### src/rtl/data_serializer_if.sv
// data_serializer_if: word request, byte/address stream and status between a
// producer (master) and the serializer (slave).
interface data_serializer_if;
    logic        start;
    logic [31:0] din;
    logic [31:0] base_addr;
    logic [1:0]  num_bytes;
    logic        order;
    logic        ready;
    logic [7:0]  byte_out;
    logic [31:0] address;
    logic        valid;
    logic        busy;
    logic        done;
    modport master (
        output start, din, base_addr, num_bytes, order, ready,
        input  byte_out, address, valid, busy, done
    );
    modport slave (
        input  start, din, base_addr, num_bytes, order, ready,
        output byte_out, address, valid, busy, done
    );
endinterface

### src/rtl/data_serializer.sv
// data_serializer: splits a 1-4 byte word into a byte stream with incrementing
// addresses under a valid/ready handshake; Done pulses after the last byte.
module data_serializer (
    input  logic             clk,
    input  logic             rst_n,
    data_serializer_if.slave bus
);
    localparam logic [1:0] IDLE = 2'd0, SEND = 2'd1, DONE = 2'd2;
    logic [1:0]  state;
    logic [31:0] seq;
    logic [31:0] shift;
    logic [1:0]  cnt;
    logic [7:0]  byte_q;
    logic [31:0] addr_q;
    logic        valid_q;
    logic        busy_q;
    logic        done_q;
    // Reorder the word at capture so bytes always leave from the low end.
    for (genvar i = 0; i < 4; i++) begin : g_seq
        logic [1:0] idx;
        assign idx = bus.order ? bus.num_bytes - 2'(i) : 2'(i);
        assign seq[8*i +: 8] = bus.din[8*idx +: 8];
    end
    always_ff @(posedge clk or negedge rst_n) begin
        if (!rst_n) begin
            state   <= IDLE;
            shift   <= '0;
            cnt     <= '0;
            byte_q  <= '0;
            addr_q  <= '0;
            valid_q <= 1'b0;
            busy_q  <= 1'b0;
            done_q  <= 1'b0;
        end else begin
            case (state)
                IDLE: if (bus.start) begin
                    shift   <= {8'h00, seq[31:8]};
                    byte_q  <= seq[7:0];
                    addr_q  <= bus.base_addr;
                    cnt     <= bus.num_bytes;
                    valid_q <= 1'b1;
                    busy_q  <= 1'b1;
                    state   <= SEND;
                end
                SEND: if (bus.ready) begin
                    if (cnt == 2'd0) begin
                        valid_q <= 1'b0;
                        done_q  <= 1'b1;
                        state   <= DONE;
                    end else begin
                        byte_q <= shift[7:0];
                        shift  <= shift >> 8;
                        addr_q <= addr_q + 32'd1;
                        cnt    <= cnt - 2'd1;
                    end
                end
                DONE: begin
                    done_q <= 1'b0;
                    busy_q <= 1'b0;
                    state  <= IDLE;
                end
                default: state <= IDLE;
            endcase
        end
    end
    assign bus.byte_out = byte_q;
    assign bus.address  = addr_q;
    assign bus.valid    = valid_q;
    assign bus.busy     = busy_q;
    assign bus.done     = done_q;
endmodule

### src/flat_wrapper.sv
// flat-port wrapper written by rule: the top's interface ports become plain ports
module data_serializer_flat 
  (clk, rst_n, bus_start, bus_din, bus_base_addr, bus_num_bytes, bus_order, bus_ready, bus_byte_out, bus_address, bus_valid, bus_busy, bus_done);
  data_serializer_if bus_i ();
  input  logic clk;
  input  logic rst_n;
  input wire logic [$bits(bus_i.start)-1:0] bus_start;
  input wire logic [$bits(bus_i.din)-1:0] bus_din;
  input wire logic [$bits(bus_i.base_addr)-1:0] bus_base_addr;
  input wire logic [$bits(bus_i.num_bytes)-1:0] bus_num_bytes;
  input wire logic [$bits(bus_i.order)-1:0] bus_order;
  input wire logic [$bits(bus_i.ready)-1:0] bus_ready;
  output wire logic [$bits(bus_i.byte_out)-1:0] bus_byte_out;
  output wire logic [$bits(bus_i.address)-1:0] bus_address;
  output wire logic [$bits(bus_i.valid)-1:0] bus_valid;
  output wire logic [$bits(bus_i.busy)-1:0] bus_busy;
  output wire logic [$bits(bus_i.done)-1:0] bus_done;
  assign bus_i.start = bus_start;
  assign bus_i.din = bus_din;
  assign bus_i.base_addr = bus_base_addr;
  assign bus_i.num_bytes = bus_num_bytes;
  assign bus_i.order = bus_order;
  assign bus_i.ready = bus_ready;
  assign bus_byte_out = bus_i.byte_out;
  assign bus_address = bus_i.address;
  assign bus_valid = bus_i.valid;
  assign bus_busy = bus_i.busy;
  assign bus_done = bus_i.done;
  data_serializer u_core (.clk(clk), .rst_n(rst_n), .bus(bus_i));
endmodule
### config.mk
export PLATFORM = sky130hd
export DESIGN_NAME = data_serializer_flat
export DESIGN_NICKNAME = d
export VERILOG_FILES = /design/src/rtl/data_serializer_if.sv /design/src/rtl/data_serializer.sv /design/src/flat_wrapper.sv
export SDC_FILE = /design/constraint.sdc
export NUM_CORES = 1
export LEC_CHECK = 0
export ABC_CLOCK_PERIOD_IN_PS = 4200
export CAP_MARGIN = 20
export CORE_MARGIN = 10
export CORE_UTILIZATION = 55
export CTS_BUF_LIST = sky130_fd_sc_hd__clkbuf_16
export CTS_CLUSTER_SIZE = 25
export DETAILED_ROUTE_END_ITERATION = 8
export MAX_ROUTING_LAYER = met4
export PLACE_DENSITY = 0.93
export SETUP_SLACK_MARGIN = 0.1
export SLEW_MARGIN = 30
export SYNTH_ARGS = -nofsm -noshare
export SYNTH_HDL_FRONTEND = slang
export SYNTH_SLANG_ARGS = --single-unit
### constraint.sdc
create_clock -name clk -period 4.2 [get_ports clk]
set_input_delay 1.05 -clock clk [delete_from_list [all_inputs] [get_ports clk]]
set_output_delay 1.05 -clock clk [all_outputs]
set_load 0.03 [all_outputs]
==> results of run 1 <==
-- worst max-delay path by stage --
stage                     cells after the start          endpoint
after floorplan                               5  u_core.shift[21]
after global routing                          5  u_core.shift[17]
final                                         5  u_core.shift[23]
after detailed placement                      5  u_core.shift[21]
after global placement                        5  u_core.shift[22]
after CTS                                     5  u_core.shift[21]
-- sequential cells by signal, summed over array words and instances (netlist names) --
name / flops
u_core.bus.byte_out: 8
u_core.bus.address: 32
u_core.state: 2
u_core.shift: 24
u_core.bus.busy: 1
u_core.bus.valid: 1
u_core.cnt: 2
u_core.bus.done: 1
-- power groups by stage --
stage	sequential (mW)	clock [mW]	combinational, mW
2_1_floorplan	1.69	0	1.40
3_3_place_gp	1.42	0	2.52
3_5_place_dp	1.44	0	2.63
4_1_cts	1.44	0.770	2.64
5_1_grt	1.51	0.803	2.86
6_report	1.46	0.767	2.65
-- cell usage after synthesis, types with 9 or more instances --
| library cell | number |
|---|---|
| dfrtp_1 | 71 |
| a21oi_1 | 55 |
| nand2_1 | 54 |
| nor2_1 | 41 |
| clkbuf_1 | 33 |
| o21ai_0 | 31 |
| mux4_2 | 24 |
| nand4_1 | 20 |
| nand3_1 | 19 |
| and3_1 | 14 |
| and2_1 | 12 |
| a211oi_1 | 10 |
| o211ai_1 | 10 |
| o22ai_1 | 10 |
| buf_2 | 9 |
| mux2i_1 | 9 |
-- routing by layer --
layer  routed length (microns)  vias up  part of all wire [%]  global-route usage [%]
met1                      6117     2307                    41                   30.62
met2                      7335      305                    49                   36.81
met3                      1229       40                   8.2                   3.990
met4                       384        0                   2.5                   9.306
li1                          -     2207                     -                       -
met5                         0        -                     0                       -
-- final cells by class --
| type | instances | area [sq um] |
|---|---|---|
| Clock buffer | 9 | 225.2 |
| Clock inverter | 7 | 72.57 |
| Fill cell | 625 | 2333 |
| Inverter | 7 | 26.28 |
| Multi-Input combinational cell | 408 | 2860 |
| Sequential cell | 71 | 1777 |
| Tap cell | 108 | 135.1 |
| Timing Repair Buffer | 122 | 1206 |
-- worst reg2reg max path: cells and delay by family, from the launching register on --
| kind | cells | cell delay (ns) |
|---|---|---|
| simple gates | 2 | 1.10 |
| flops | 1 | 0.57 |
| compound gates | 2 | 0.82 |
-- logic make-up (layout without fill, tap and decap cells) --
group | after synthesis | after routing | synth area share, %
adders and majority gates | 2 | 2 | 0.5183
AOI/OAI and AO/OA | 154 | 154 | 19.91
xor gates and xnor gates | 1 | 1 | 0.1815
DFF | 71 | 71 | 36.81
and+or+nand+nor | 210 | 210 | 23.22
muxes | 41 | 41 | 14.93
buffers and inverters | 52 | 145 | 4.432
-- metrics by stage --
step / area (sq um) / instances
detailed placement: 6002 / 716
CTS: 6300 / 732
finish: 6302 / 732
floorplan: 4827 / 531
global placement: 5996 / 716
global route: 6302 / 732
==> impl_results.md, run 1 <==
* Worst Min Path Start: u_core.shift[5]
* Ys flop type: dfrtp_1
* Status: finished, final reports clean
* CP max FO at 16
* CTS tree: yes
* Gpl congestion at 0.9482
* Slew Limit Fails at 0
* Total power at 4.876 mW
* WL/cell at 20.58 microns
* Most common cell after layout, fill and taps aside: clkdlybuf4s50_1
* Switching power share of the total at a little under half
* Fin Setup TNS at 0 ns
* R2r setup slk at 1.58 ns
* Largest net degree at the start of global routing at 56
* DR pass1 iterations at 5
* First-pass GRT wire length at 24940 microns
* Total track usage at 23.81%
* Critical Path End Type: flip-flop
* Hold_ws at 0.5139 ns
* Final hold violation count at 0
* Final setup viols at 0
* Core ar. at 0.008636 sq mm
* Avg Synthesized Cell Area at 9.091 sq um
* Hold path endpoint: u_core.shift[5]
* Slew headroom at 31.96%
* Detail Route Antenna Nets at 0
* Post CTS Setup Buffer Count at 0
* Synth warn at 0
* Sequential fraction of the synthesis area at 36.81%
* GRT Residual Overflow at 0
* WP buf/inv at 1
* Worst hold path depth at 2
* RR Startpoint: u_core.state[0]
* Crit path largest cell delay at 0.68 ns
* Register bit total from synthesis at between 70 and 80
* Fin crit period at roughly 3.3 ns
* Place WS at 0.6697 ns
* Number of global-route vias before repair at between 4k and 5k
* Yosys top cell area share at between 30% and 40%
* Core Util, Final at around 73%
* Layout cells sized above 1 at 11.22%
* Comb pwr share at between 50% and 60%
* Sw power at between 2 and 2.5 mW
* Nets at 692
* Delay-heaviest family, CP: buffers and inverters
* Post-synth top area cell: dfrtp_1
* Internal Power at 2.574 mW
* Post-Syn Nets at 604
* Worst vdd ir at roughly 0.42 mV
* Flop pwr share at 29.9%
* Die X-Extent at 113.7 microns
* Worst slew pin tran at just over 1 ns
* Starting Density at 55.90%
* DPL Wire Length at 10960 microns
* Clock sinks at 71
* Clk_skew at 0.008254 ns
* Setup WS post-layout at about 0.94 ns
* PortBufs at about 110
* Tcrit/Tclk final at 77.70%
* Resized Gates After CTS at 0
* Synth Instances at approximately 530
* Vias/cell at between 6 and 7
* Antenna cell count at 0
* CTS Buf Count at 9
* RR Endpoint: u_core.bus.address[30]
* Max-capacitance violation count at 0
* DRC viols at 0
* LEAKAGE at 2.445 nW
* Synth top area cells: dfrtp_1 37%, mux4_2 11%, a21oi_1 5.7%, nand2_1 4.2%, o21ai_0 3.2%
* Number of synthesized flops with an enable pin at 0
* Clock root cell: clkbuf_16
* RSZ-0062 raised after global routing: no
* Clock transition at path regs at 0.06 ns
* FFs w/ async S/R, synth at 100.0%
* Clock Latency Late Sink at 0.33 ns
* Post-Syn Area at 0.004827 sq mm
* Drt total wl at 15070 microns
* WP data arrival at 3.49 ns
* I/O pin count at ~110
* Highest clock rate at 306.4 MHz
* Die height at ~110 microns
* Setup crit start: bus_num_bytes[1]
* Power per cell area at ~770 mW/mm^2
* R2R cell count at 4
* Yosys cell types at 57
* Critical Path Start Type: input port
* Most frequent cells in the layout: 112 x clkdlybuf4s50_1, 71 x dfrtp_1, 55 x a21oi_1, 54 x nand2_1, 41 x nor2_1
* H-Tree Depth at 3
* Cell at the slowest stage of the critical path: clkdlybuf4s50_1
* Area added between synthesis and finish at 30.56%
* Die area at 0.01292 sq mm
* Worst setup path class: input port to flip-flop
* CP Data Required Time at 4.42 ns
* Vias at 4859
* Clk buf depth at 2
* Initial antenna violation count at 0
* Hold crit path type: flip-flop to flip-flop
* Starting DRT DRC Count at roughly 430
* # hold bufs at CTS at 0
* Row cnt at 34
* Worst path cell trace: clkdlybuf4s50_1, xnor2_1, nand2_1, mux4_2, a22o_1
* Clock power share at ~16%
Note: power is estimated with default switching activity, not from simulation.
==> run 2, diff against run 1 <==
Settings changed: ABC_CLOCK_PERIOD_IN_PS 4200 to 3000, CORE_UTILIZATION 55 to 46, PLACE_DENSITY 0.93 to 0.84.
Clock period 4.2 ns to 3 ns, I/O delays scaled along.
==> impl_results.md, run 2 (synthesis gave the netlist of run 1 again) <==
* Status: finished, final reports clean
* CP max FO at 16
* WL/cell at 20.13 microns
* RSZ-0062 raised after global routing: no
* WP data arrival at 2.92 ns
* Critical Path Start Type: input port
* Number of flip-flops under the largest register name at 32
* Setup crit start: bus_num_bytes[0]
* Fin area at between 0.006 and 0.007 sq mm
* Core ar. at between 0.01 and 0.015 sq mm
* Fill cells at between 800 and 900
* Clk buf depth at 2
* Met2 GRT Util at 33.61%
* Post-route non-filler standard cell count at roughly 770
* DR pass1 iterations at 7
* Most frequent cells in the layout: 112 x clkdlybuf4s50_1, 71 x dfrtp_1, 55 x a21oi_1, 54 x nand2_1, 41 x nor2_1
* Setup WS post-layout at 0.2995 ns
* Power per cell area at 1059 mW/mm^2
* Resized Gates After CTS at 0
* Total track usage at between 20% and 30%
* R2r setup slk at 0.71 ns
* Crit path largest cell delay at 0.54 ns
* R2R cell count at 7
* Row cnt at 37
* H-Tree Depth at 3
* Delay-heaviest family, CP: simple AND/OR/NAND/NOR gates
* I/O pin count at 114
* Fin Setup TNS at 0 ns
* Comb pwr share at 55.1%
* Gpl congestion at about 0.93
* Cell at the slowest stage of the critical path: nand2_1
* Clock sinks at 71
* Clock transition at path regs at 0.06 ns
* Most common cell after layout, fill and taps aside: clkdlybuf4s50_1
* RR Endpoint: u_core.bus.address[14]
* Final setup viols at 0
* Internal Power at 3.637 mW
* Slew Limit Fails at 0
* Area added between synthesis and finish at 32.97%
* LEAKAGE at 2.510 nW
* Die height at 122.4 microns
* # hold bufs at CTS at 0
* Worst setup path class: input port to flip-flop
* CP Data Required Time at 3.22 ns
* Area after DPL at ~0.006 sq mm
* Max-capacitance violation count at 0
* Final hold violation count at 0
* Hold_ws at 0.4431 ns
* Met1 usage at 27.65%
* Layout cells sized above 1 at 11.53%
* Drt total wl at 15480 microns
* Antenna cell count at 0
* RR Startpoint: u_core.cnt[0]
* Worst vdd ir at between 0.8 and 0.9 mV
* Place WS at -0.002929 ns
* Fin crit period at 2.701 ns
* CTS tree: yes
* Clock root cell: clkbuf_16
* Number of global-route vias before repair at 4832
* Switching power share of the total at roughly 46%
* DPL Wire Length at 11150 microns
* Register Area at 0.001777 sq mm
* Detail Route Antenna Nets at 0
* Clock Latency Late Sink at around 0.34 ns
* GR peak layer: met2
* Flop pwr share at between 20% and 30%
* Met3 Use GR at 4.913%
* Hold crit path type: input port to asynchronous set/reset pin
* Initial antenna violation count at 0
* Die X-Extent at 122.4 microns
* Critical Path End Type: flip-flop
* Post CTS Setup Buffer Count at 0
* Slew headroom at about 51%
* WP buf/inv at 1
* Clock power share at 15.2%
* Inst Count DP at 753
* First-pass GRT wire length at around 25000 microns
* GRT Residual Overflow at 0
* Worst slew pin tran at 0.7262 ns
* CTS Buf Count at 9
* Tcrit/Tclk final at 90.02%
* Multi-input gate area at 0.002851 sq mm
* Nets at 701
* Vias at 4870
* Starting DRT DRC Count at 556
* Die area at 0.01499 sq mm
* Largest net degree at the start of global routing at 70
* Starting Density at 46.97%
* PortBufs at 113
* Sw power at 3.157 mW
* Vias/cell at ~6.3
* Highest clock rate at 370.3 MHz
* Clk_skew at 0.005154 ns
* DRC viols at 0
* Worst path cell trace: clkdlybuf4s50_1, xnor2_1, nand2_1, mux4_2, a22o_1
## run 2: cell type report
cell class,instances,area share [%]
clock buffer,9,3.509
clock inverter,7,0.8967
inverter,7,0.4094
multi-input combinational,408,44.42
sequential,71,27.68
tap,136,2.651
timing repair buffer,131,20.43
## run 2: worst max path at each step
stage	depth (start not counted)	endpoint	slack, ns
after floorplan	5	u_core.shift[21]	0.70
after global placement	5	u_core.shift[19]	0.19
after detailed placement	5	u_core.shift[18]	-0.003
after CTS	5	u_core.shift[18]	0.35
after global routing	5	u_core.shift[18]	0.20
final	5	u_core.shift[23]	0.30
## run 2: power groups by stage
stage / registers (mW) / logic (mW) / clock network [mW]
6_report: 2.02 / 3.74 / 1.03
5_1_grt: 2.10 / 4.09 / 1.09
4_1_cts: 2.00 / 3.76 / 1.04
3_3_place_gp: 1.99 / 3.65 / 0
2_1_floorplan: 2.37 / 1.96 / 0
3_5_place_dp: 2.01 / 3.74 / 0
## run 2: stage by stage
step / util, % / total power, mW
after CTS: 62.45 / 6.803
after detailed placement: 59.70 / 5.755
final: 62.45 / 6.795
after floorplan: - / 4.328
after global placement: 59.70 / 5.640
after global routing: 62.45 / 7.273
## run 2: metal layers
| layer | vias up | share of wire [%] |
|---|---|---|
| li1 | 2213 | - |
| met1 | 2402 | 42 |
| met2 | 240 | 48 |
| met3 | 15 | 8.3 |
| met4 | 0 | 0.96 |
| met5 | - | 0 |
==> run 3, diff against run 2 <==
Settings changed: SETUP_SLACK_MARGIN 0.1 to default.
==> results of run 3 <==
Same layout as run 2: the final DEF is identical, and so are final timing and power.
